===== src/rtl/accumulator_32bit_pkg.sv =====
// accumulator_32bit_pkg
//   Shared constants and helpers for the 32-bit registered CLA adder slice.
//   CLA_GROUP_W   : bit width of one carry-lookahead group
//   num_groups()  : number of lookahead groups for a given operand width
//   cla_gp_t      : group generate/propagate pair as seen by the lookahead unit
package accumulator_32bit_pkg;

  localparam int unsigned CLA_GROUP_W   = 4;
  localparam int unsigned DEFAULT_WIDTH = 32;

  function automatic int unsigned num_groups(input int unsigned width);
    return width / CLA_GROUP_W;
  endfunction

  localparam int unsigned DEFAULT_GROUPS = num_groups(DEFAULT_WIDTH);

  typedef struct packed {
    logic g;
    logic p;
  } cla_gp_t;

endpackage


===== src/rtl/accumulator_32bit_cla_4bit.sv =====
// cla_4bit
//   One 4-bit carry-lookahead group. Produces the group sum from its local
//   carry-in, plus the group generate/propagate terms that the top-level
//   lookahead unit uses to form the carry into the next group.
//   Ports:
//     a, b    : group operand bits
//     cin     : carry into bit 0 of this group
//     s       : group sum bits
//     grp_g   : group generate  G = g3 | p3 g2 | p3 p2 g1 | p3 p2 p1 g0
//     grp_p   : group propagate P = p3 p2 p1 p0
module cla_4bit
  import accumulator_32bit_pkg::*;
(
  input  logic [CLA_GROUP_W-1:0] a,
  input  logic [CLA_GROUP_W-1:0] b,
  input  logic                   cin,
  output logic [CLA_GROUP_W-1:0] s,
  output logic                   grp_g,
  output logic                   grp_p
);

  logic [CLA_GROUP_W-1:0] g;
  logic [CLA_GROUP_W-1:0] p;
  logic [CLA_GROUP_W-1:0] c;

  assign g = a & b;
  assign p = a ^ b;

  // Internal carries are flattened sum-of-products, not a ripple chain.
  always_comb begin
    c    = '0;
    c[0] = cin;
    c[1] = g[0] | (p[0] & cin);
    c[2] = g[1] | (p[1] & g[0]) | (p[1] & p[0] & cin);
    c[3] = g[2] | (p[2] & g[1]) | (p[2] & p[1] & g[0])
         | (p[2] & p[1] & p[0] & cin);
  end

  assign s = p ^ c;

  assign grp_g = g[3] | (p[3] & g[2]) | (p[3] & p[2] & g[1])
               | (p[3] & p[2] & p[1] & g[0]);
  assign grp_p = &p;

endmodule


===== src/rtl/accumulator_32bit.sv =====
// accumulator_32bit
//   Registered WIDTH-bit adder: {o_c32, o_v} <= i_va + i_vb + i_c0.
//   Two-level carry lookahead: WIDTH/4 cla_4bit groups, with all group carries
//   formed directly from group G/P and i_c0.
//   Ports:
//     i_clk  : rising-edge clock
//     i_rst  : synchronous active-high reset, clears o_v and o_c32
//     i_va   : operand A
//     i_vb   : operand B
//     i_c0   : carry into bit 0
//     o_v    : registered sum
//     o_c32  : registered carry out of the MSB
module accumulator_32bit
  import accumulator_32bit_pkg::*;
#(
  parameter int unsigned WIDTH = 32
) (
  input  logic             i_clk,
  input  logic             i_rst,
  input  logic [WIDTH-1:0] i_va,
  input  logic [WIDTH-1:0] i_vb,
  input  logic             i_c0,
  output logic [WIDTH-1:0] o_v,
  output logic             o_c32
);

  localparam int unsigned NG = num_groups(WIDTH);

  cla_gp_t [NG-1:0] grp;
  logic    [NG:0]   grp_c;
  logic [WIDTH-1:0] sum;

  for (genvar k = 0; k < int'(NG); k++) begin : g_cla
    cla_4bit u_cla (
      .a     (i_va[k*CLA_GROUP_W +: CLA_GROUP_W]),
      .b     (i_vb[k*CLA_GROUP_W +: CLA_GROUP_W]),
      .cin   (grp_c[k]),
      .s     (sum[k*CLA_GROUP_W +: CLA_GROUP_W]),
      .grp_g (grp[k].g),
      .grp_p (grp[k].p)
    );
  end

  // Each group carry is the full lookahead expansion
  //   C(k) = G(k-1) | P(k-1)G(k-2) | ... | P(k-1)..P(0) c0
  // accumulated from the nearest group downward, so no carry depends on a
  // previously computed group carry.
  always_comb begin
    logic carry;
    logic prop;
    carry    = 1'b0;
    prop     = 1'b1;
    grp_c    = '0;
    grp_c[0] = i_c0;
    for (int unsigned k = 1; k <= NG; k++) begin
      carry = 1'b0;
      prop  = 1'b1;
      for (int unsigned j = 0; j < k; j++) begin
        carry = carry | (prop & grp[k-1-j].g);
        prop  = prop & grp[k-1-j].p;
      end
      grp_c[k] = carry | (prop & i_c0);
    end
  end

  always_ff @(posedge i_clk) begin
    if (i_rst) begin
      o_v   <= '0;
      o_c32 <= 1'b0;
    end else begin
      o_v   <= sum;
      o_c32 <= grp_c[NG];
    end
  end

endmodule


===== config.mk =====
export PLATFORM = sky130hd
export DESIGN_NAME = accumulator_32bit
export DESIGN_NICKNAME = d
export VERILOG_FILES = /design/src/rtl/accumulator_32bit_pkg.sv /design/src/rtl/accumulator_32bit_cla_4bit.sv /design/src/rtl/accumulator_32bit.sv
export SDC_FILE = /design/constraint.sdc
export NUM_CORES = 1
export LEC_CHECK = 0
export ABC_AREA = 1
export CORE_AREA = 2 2 83 85
export CTS_BUF_LIST = sky130_fd_sc_hd__clkbuf_16
export DETAILED_ROUTE_END_ITERATION = 10
export DIE_AREA = 0 0 85 87
export PLACE_DENSITY = 0.76
export RECOVER_POWER = 100
export SLEW_MARGIN = 15
export SYNTH_ARGS = -nofsm -noshare
export SYNTH_HDL_FRONTEND = slang
export SYNTH_SLANG_ARGS = --single-unit

===== constraint.sdc =====
create_clock -name i_clk -period 2.4 [get_ports i_clk]
set_clock_uncertainty 0.2 [all_clocks]
set_input_delay 0.6 -clock i_clk [delete_from_list [all_inputs] [get_ports i_clk]]
set_output_delay 0.6 -clock i_clk [all_outputs]
set_load 0.005 [all_outputs]

==> results of run 1 <==
cells by family after synthesis:
kind of cell,synth area share
simple gates,0.309
buf+inv,0.0841
compound gates,0.0989
fa+ha+maj,0.220
flops,0.260
xor+xnor,0.0275
power groups by stage:
stage / logic, mW / clock network (mW) / registers, mW
after detailed placement: 0.844 / 0 / 0.651
final: 1.05 / 0.617 / 0.637
after CTS: 0.946 / 0.621 / 0.641
after global placement: 0.819 / 0 / 0.652
after global routing: 1.14 / 0.647 / 0.643
after floorplan: 0.394 / 0 / 0.659
cell usage after synthesis:
| cell | instances | share of area |
|---|---|---|
| sky130_fd_sc_hd__nand2_1 | 75 | 0.11 |
| sky130_fd_sc_hd__dfxtp_1 | 33 | 0.26 |
| sky130_fd_sc_hd__o211ai_1 | 2 | 0.0059 |
| sky130_fd_sc_hd__o21ai_0 | 6 | 0.012 |
| sky130_fd_sc_hd__fa_1 | 8 | 0.063 |
| sky130_fd_sc_hd__clkbuf_1 | 2 | 0.0030 |
| sky130_fd_sc_hd__nand4_1 | 3 | 0.0074 |
| sky130_fd_sc_hd__xor2_1 | 1 | 0.0034 |
| sky130_fd_sc_hd__nor2_1 | 45 | 0.066 |
| sky130_fd_sc_hd__inv_1 | 51 | 0.075 |
| sky130_fd_sc_hd__inv_2 | 2 | 0.0030 |
| sky130_fd_sc_hd__nand3_2 | 4 | 0.016 |
| sky130_fd_sc_hd__nor3b_1 | 1 | 0.0030 |
| sky130_fd_sc_hd__nand3_1 | 19 | 0.037 |
| sky130_fd_sc_hd__a21boi_0 | 1 | 0.0030 |
| sky130_fd_sc_hd__nand2_4 | 1 | 0.0044 |
| sky130_fd_sc_hd__a221oi_1 | 3 | 0.010 |
| sky130_fd_sc_hd__xnor2_1 | 7 | 0.024 |
| sky130_fd_sc_hd__a21oi_1 | 33 | 0.065 |
| sky130_fd_sc_hd__a21o_1 | 1 | 0.0030 |
| sky130_fd_sc_hd__nand2_2 | 12 | 0.030 |
| sky130_fd_sc_hd__buf_4 | 1 | 0.0030 |
| sky130_fd_sc_hd__and2_1 | 1 | 0.0025 |
| sky130_fd_sc_hd__nor2_2 | 4 | 0.0098 |
| sky130_fd_sc_hd__and3_1 | 2 | 0.0049 |
| sky130_fd_sc_hd__nor2_4 | 4 | 0.018 |
| sky130_fd_sc_hd__ha_1 | 32 | 0.16 |
repair_timing:
action	4_1_cts	5_1_grt
buffers inserted	14	12
gates resized for setup	155	135
pin swaps	58	73
cloned	0	0
endpoints found under the setup margin	24	19
registers in the layout (all words and copies together), names as in the netlist:
register	count
o_v	32
o_c32	1
worst min-delay path by stage:
stage	startpoint	endpoint	slack, ns
after global placement	o_v[5]	o_v[5]	1.10
final	i_vb[0]	o_v[0]	0.55
after floorplan	i_vb[6]	o_v[6]	0.62
after detailed placement	o_v[24]	o_v[24]	1.10
after global routing	i_vb[0]	o_v[0]	0.60
after CTS	i_vb[0]	o_v[0]	0.63
per-stage QoR:
step / util / cell area (sq um)
2_1_floorplan: - / 2720
3_3_place_gp: 0.634 / 4160
3_5_place_dp: 0.634 / 4160
4_1_cts: 0.712 / 4680
5_1_grt: 0.736 / 4840
6_report: 0.736 / 4840
cell type report:
cell class	count	share of cell area
Clock inverter	3	0.00259
Multi-Input combinational cell	265	0.495
Tap cell	80	0.0207
Inverter	53	0.0411
Clock buffer	5	0.0259
Timing Repair Buffer	173	0.278
Sequential cell	33	0.137
routing by layer:
metal	track usage	up-vias
met3	0.0313	23
met1	0.252	1424
met2	0.427	117
met5	0	-
li1	-	1486
met4	0.0765	0
critical path, delay by kind of cell:
kind	cells	cell delay (ns)
fa+ha+maj	2	0.76
compound gates	1	0.16
buf+inv	4	0.38
simple gates	6	0.53
==> results.txt, run 1 <==
----------------------------------------------------
[Final layout]
  Leading cell types in the layout, fill and taps excluded ... 65 x sky130_fd_sc_hd__buf_4, 51 x sky130_fd_sc_hd__nand2_1, 44 x sky130_fd_sc_hd__inv_1
  Multi-input gate area ... 2390 sq um
  Area overhead of the layout relative to synthesis ... 90.2%
  Area of all sequential standard cells ... 661 sq um
  Finished Layout Cells ... 612
  Most common cell after layout, fill and taps aside ... sky130_fd_sc_hd__buf_4
  Antenna Cells ... 0
  Share of final-layout standard cells stronger than drive strength 1 ... 0.476
  Fillers ... 446
  Total Nets Final ... 638

[Setup path]
  Endpoint of the worst setup timing path ... o_v[28]
  Crit path launch type ... input pin
  Critical path capture point type ... flop
  Crit path max fanout ... 4
  Series of cell instances along the critical path ... buf_8, ha_4, buf_6, nand2_4, nor2_4, buf_6, a21oi_4, nand3_2, nand2_2, nand2_4, fa_2, inv_2, nor2_2
  Critical Path Max Stage Delay ... 0.52 ns
  Slowest cell on the critical path ... sky130_fd_sc_hd__fa_2
  First element of the critical path ... i_va[9]
  Arr. time, crit path ... 2.43 ns
  Critical path type ... in -> reg
  Required time of the critical path ... 2.42 ns

[Min path]
  Worst min path class ... in -> reg
  Worst hold path depth ... 4

[Pwr]
  Static Leak ... 2.39 nW
  Logic pwr share ... 0.456
  Share of total power consumed by net switching ... 0.328
  Reported net switching power ... 0.756 mW
  Total Power Consumption ... 2.30 mW
  Ratio of total power to cell area ... 476 nW/um^2
  Worst vdd ir ... 0.317 mV
  Clock network fraction of design power ... 0.268
  Cell-internal power ... 1.55 mW
  Sequential power share ... 0.277

[Drt]
  Max Used Layer ... met4
  Overall via count from detail_route ... 3,050
  Routed wire length ... 9.13 mm
  Met3 wire length ... 533 um
  Met1 routed wirelength after detailed routing ... 3.55 mm
  DRC violations left ... 0
  Final ANT Viol Nets ... 0
  Post-detailed-route wirelength per cell ... 14.9 um
  Drt pass-1 iters ... 4
  Detailed Route Iter0 Violations ... 120
  Routed via count divided by cell count ... 4.98
  Sum of met2 wire segment lengths after detailed routing ... 4.79 mm

[STA]
  Setup Viol. Count Final ... 2
  Post-route setup slack ... -0.0143 ns
  Setup TNS ... -0.0271 ns
  Count of final max-slew check failures ... 0
  Slew at the pin closest to its max-slew limit ... 0.549 ns
  WHS ... 0.555 ns
  Final Cycle Share ... 1.01
  Achievable Freq ... 0.414 GHz
  RSZ-0062 raised after global routing ... yes
  Relative slew slack ... 0.633
  Final number of hold-violating endpoints ... 0
  Final min period ... 2.41 ns

[Global route]
  Number of antenna violations at the first check in global routing ... 0
  Largest net degree at the start of global routing ... 19
  Total routing resource utilization after global routing ... 0.223
  Total congestion overflow ... 0
  Number of global-route vias before repair ... 3,078
  First-pass GRT wire length ... 13.4 mm

[Placed design]
  # placed instances ... 579
  Final RePlAce weighted congestion ... 0.832
  Detail Placement HPWL ... 5.69 mm
  PortBufs ... 99
  Place WS ... -0.614 ns

[Synth]
  Instance count of the mapped netlist ... 354
  Cell variety after synth ... 27
  Number of storage elements in the synthesis netlist ... 33
  Post-Syn Area per Cell ... 7.19 sq um
  Sequential share of the synthesized area ... 0.260
  Netlist area before placement ... 2540 sq um
  Yosys warnings ... 0
  Syn nets ... 461

[Die]
  Core outline area ... 6570 sq um
  Chip Height ... 87 um
  Die footprint ... 7400 sq um
  Initial Util ... 0.387
  Std-Cell Rows ... 30
  I/O Pins ... 100
  Die width ... 85 um

[Status]
  Status ... finished with violations
  Violations in the final reports ... negative setup slack

[CTS]
  CTS clk-pin slew, worst paths ... 0.05 ns
  TritonCTS clock tree ... yes
  Clk root buf ... sky130_fd_sc_hd__clkbuf_16
  Buffer levels on the longest clock path ... 2
  CTS Hold Bufs ... 0
  Clock sink total ... 33
  CTS buffer count ... 5
  CTS H-tree lvls ... 2

[Run]
  MaxCap Viol Count ... 0

----------------------------------------------------
Note: power is estimated with default switching activity, not from simulation.
==> inputs of run 2 (changes only) <==
--- a/config.mk
+++ b/config.mk
@@ -7,6 +7,6 @@
 export LEC_CHECK = 0
 export ABC_AREA = 1
+export CAP_MARGIN = 20
 export CORE_AREA = 2 2 83 85
-export CTS_BUF_LIST = sky130_fd_sc_hd__clkbuf_16
 export DETAILED_ROUTE_END_ITERATION = 10
 export DIE_AREA = 0 0 85 87
--- a/constraint.sdc
+++ b/constraint.sdc
@@ -3,3 +3,3 @@
 set_input_delay 0.6 -clock i_clk [delete_from_list [all_inputs] [get_ports i_clk]]
 set_output_delay 0.6 -clock i_clk [all_outputs]
-set_load 0.005 [all_outputs]
+set_load 0.1 [all_outputs]
==> run 2 against run 1 <==
  * The flow now finishes without violations
  * Design area shrank 7.4%
  * Critical path depth shrank 2
  * Hold slack lost 0.045 ns
  * Clock power shrank 24%
  * Via count shrank 3.4%
  * Fmax grew 3.3%
  * Non-clock buffer count shrank 4
  * Cell count shrank 0.65%
  * Utilization shrank 5.4 points
  * Total power grew 11%
  * Critical path type unchanged
  * Sequential share of layout area grew 1.1 points
  * Largest cell class unchanged
  * Largest power group unchanged
==> results.txt, run 2 (synthesized netlist as in run 1, its figures left out) <==
----------------------------------------------------
[STA]
  RSZ-0062 raised after global routing ... yes
  Final min period ... 2.34 ns
  Achievable Freq ... 0.428 GHz
  Setup TNS ... 0 ns
  Post-route setup slack ... 0.0620 ns
  Final Cycle Share ... 0.974
  WHS ... 0.510 ns
  Count of final max-slew check failures ... 0
  Relative slew slack ... 0.625
  Setup Viol. Count Final ... 0
  Slew at the pin closest to its max-slew limit ... 0.561 ns
  Final number of hold-violating endpoints ... 0

[Drt]
  Met3 wire length ... 435 um
  Post-detailed-route wirelength per cell ... 13.0 um
  Drt pass-1 iters ... 4
  Routed wire length ... 7.90 mm
  Overall via count from detail_route ... 2,947
  Detailed Route Iter0 Violations ... 75
  Sum of met2 wire segment lengths after detailed routing ... 4.18 mm
  DRC violations left ... 0
  Final ANT Viol Nets ... 0
  Routed via count divided by cell count ... 4.85
  Met1 routed wirelength after detailed routing ... 3.19 mm
  Max Used Layer ... met4

[Placed design]
  Final RePlAce weighted congestion ... 0.834
  Detail Placement HPWL ... 5.83 mm
  # placed instances ... 581
  Place WS ... -0.616 ns
  PortBufs ... 99
  Post-place instance area ... 4100 sq um

[Final layout]
  Share of final-layout standard cells stronger than drive strength 1 ... 0.517
  Registers with the most flip-flops ... o_v: 32 flops, o_c32: 1 flops
  Area overhead of the layout relative to synthesis ... 76.1%
  Antenna Cells ... 0
  Most common cell after layout, fill and taps aside ... sky130_fd_sc_hd__clkbuf_2
  Leading cell types in the layout, fill and taps excluded ... 81 x sky130_fd_sc_hd__clkbuf_2, 67 x sky130_fd_sc_hd__buf_4, 50 x sky130_fd_sc_hd__nand2_1
  Number of flip-flops under the largest register name ... 32
  Cell area after layout ... 4480 sq um
  Total Nets Final ... 634
  Fillers ... 537
  Finished Layout Cells ... 608
  Top register by number of flip-flops ... o_v

[Pwr]
  Logic pwr share ... 0.566
  Reported net switching power ... 1.19 mW
  Clock network fraction of design power ... 0.184
  Ratio of total power to cell area ... 570 nW/um^2
  Cell-internal power ... 1.36 mW
  Sequential power share ... 0.250
  Worst vdd ir ... 0.345 mV
  Share of total power consumed by net switching ... 0.467
  Static Leak ... 2.26 nW

[Setup path]
  Crit path max fanout ... 4
  Series of cell instances along the critical path ... dlygate4sd2_1, ha_4, nand2_2, nor2_4, nand2_1, nor2_1, nand2_2, nand2_4, fa_2, inv_2, nor2_2
  Critical Path Max Stage Delay ... 0.42 ns
  Most repeated library cell on the critical path ... sky130_fd_sc_hd__nand2_2
  Required time of the critical path ... 2.38 ns
  Slowest cell on the critical path ... sky130_fd_sc_hd__fa_2
  Cell class contributing the biggest share of worst-path delay ... adder cells
  Critical path type ... in -> reg
  Crit path launch type ... input pin
  Arr. time, crit path ... 2.32 ns
  Buffer and inverter count on the worst path ... 2
  Critical path capture point type ... flop

[Die]
  Std-Cell Rows ... 30
  Core outline area ... 6570 sq um
  Die footprint ... 7400 sq um
  I/O Pins ... 100
  Initial Util ... 0.387
  Die width ... 85 um
  Chip Height ... 87 um

[Global route]
  Total routing resource utilization after global routing ... 0.204
  Number of global-route vias before repair ... 2,898
  Number of antenna violations at the first check in global routing ... 0
  Largest net degree at the start of global routing ... 19
  Total congestion overflow ... 0
  First-pass GRT wire length ... 12.2 mm

[CTS]
  Buffer levels on the longest clock path ... 2
  Clk root buf ... sky130_fd_sc_hd__clkbuf_8
  TritonCTS clock tree ... yes
  CTS buffer count ... 5
  CTS H-tree lvls ... 2
  CTS clk-pin slew, worst paths ... 0.07 ns
  Clock sink total ... 33

[Run]
  MaxCap Viol Count ... 0

[Min path]
  Worst min path class ... in -> reg

[Status]
  Status ... complete, no violations

----------------------------------------------------
[run 2: repair_timing]
action,CTS,global route
gates resized for setup,127,130
setup endpoints to repair,27,20
hold buffers,0,0
pin swaps,58,64
setup buffers,12,8
[run 2: worst paths after layout]
| check | from | endpoint | slack [ns] | depth (start not counted) |
|---|---|---|---|---|
| setup / recovery | i_vb[24] | o_v[28] | 0.06 | 11 |
| hold / removal | i_vb[0] | o_v[0] | 0.51 | 4 |
[run 2: final cells by class]
| type | count | area, sq um | share of cell area |
|---|---|---|---|
| multi-input combinational | 265 | 2310 | 0.515 |
| timing repair buffer | 169 | 1110 | 0.248 |
| sequential | 33 | 661 | 0.147 |
| inverter | 53 | 199 | 0.0444 |
| tap | 80 | 100 | 0.0223 |
| clock buffer | 7 | 96.3 | 0.0215 |
| clock inverter | 1 | 5.00 | 0.00112 |
[run 2: per-stage QoR]
stage	power (mW)	utilization
floorplan	1.56	-
global placement	1.96	0.623
detailed placement	1.99	0.623
CTS	2.54	0.687
global route	2.68	0.682
finish	2.55	0.682
[run 2: layer usage]
layer / GRT usage / vias to the layer above
li1: - / 1479
met1: 0.231 / 1365
met2: 0.390 / 91
met3: 0.0370 / 12
met4: 0.0534 / 0
met5: 0 / -
[run 2: power groups by stage]
| stage | sequential, mW | combinational, mW | clock [mW] |
|---|---|---|---|
| final | 0.639 | 1.44 | 0.470 |
| after global routing | 0.646 | 1.53 | 0.502 |
| after CTS | 0.641 | 1.41 | 0.481 |
| after detailed placement | 0.652 | 1.33 | 0 |
| after global placement | 0.653 | 1.31 | 0 |
| after floorplan | 1.17 | 0.394 | 0 |
[run 2: worst min-delay path: cells and delay by family]
family	cells	cell delay, ns
buffers and inverters	2	0.17
adder cells (fa/ha/maj)	1	0.15
AND/OR/NAND/NOR	1	0.04
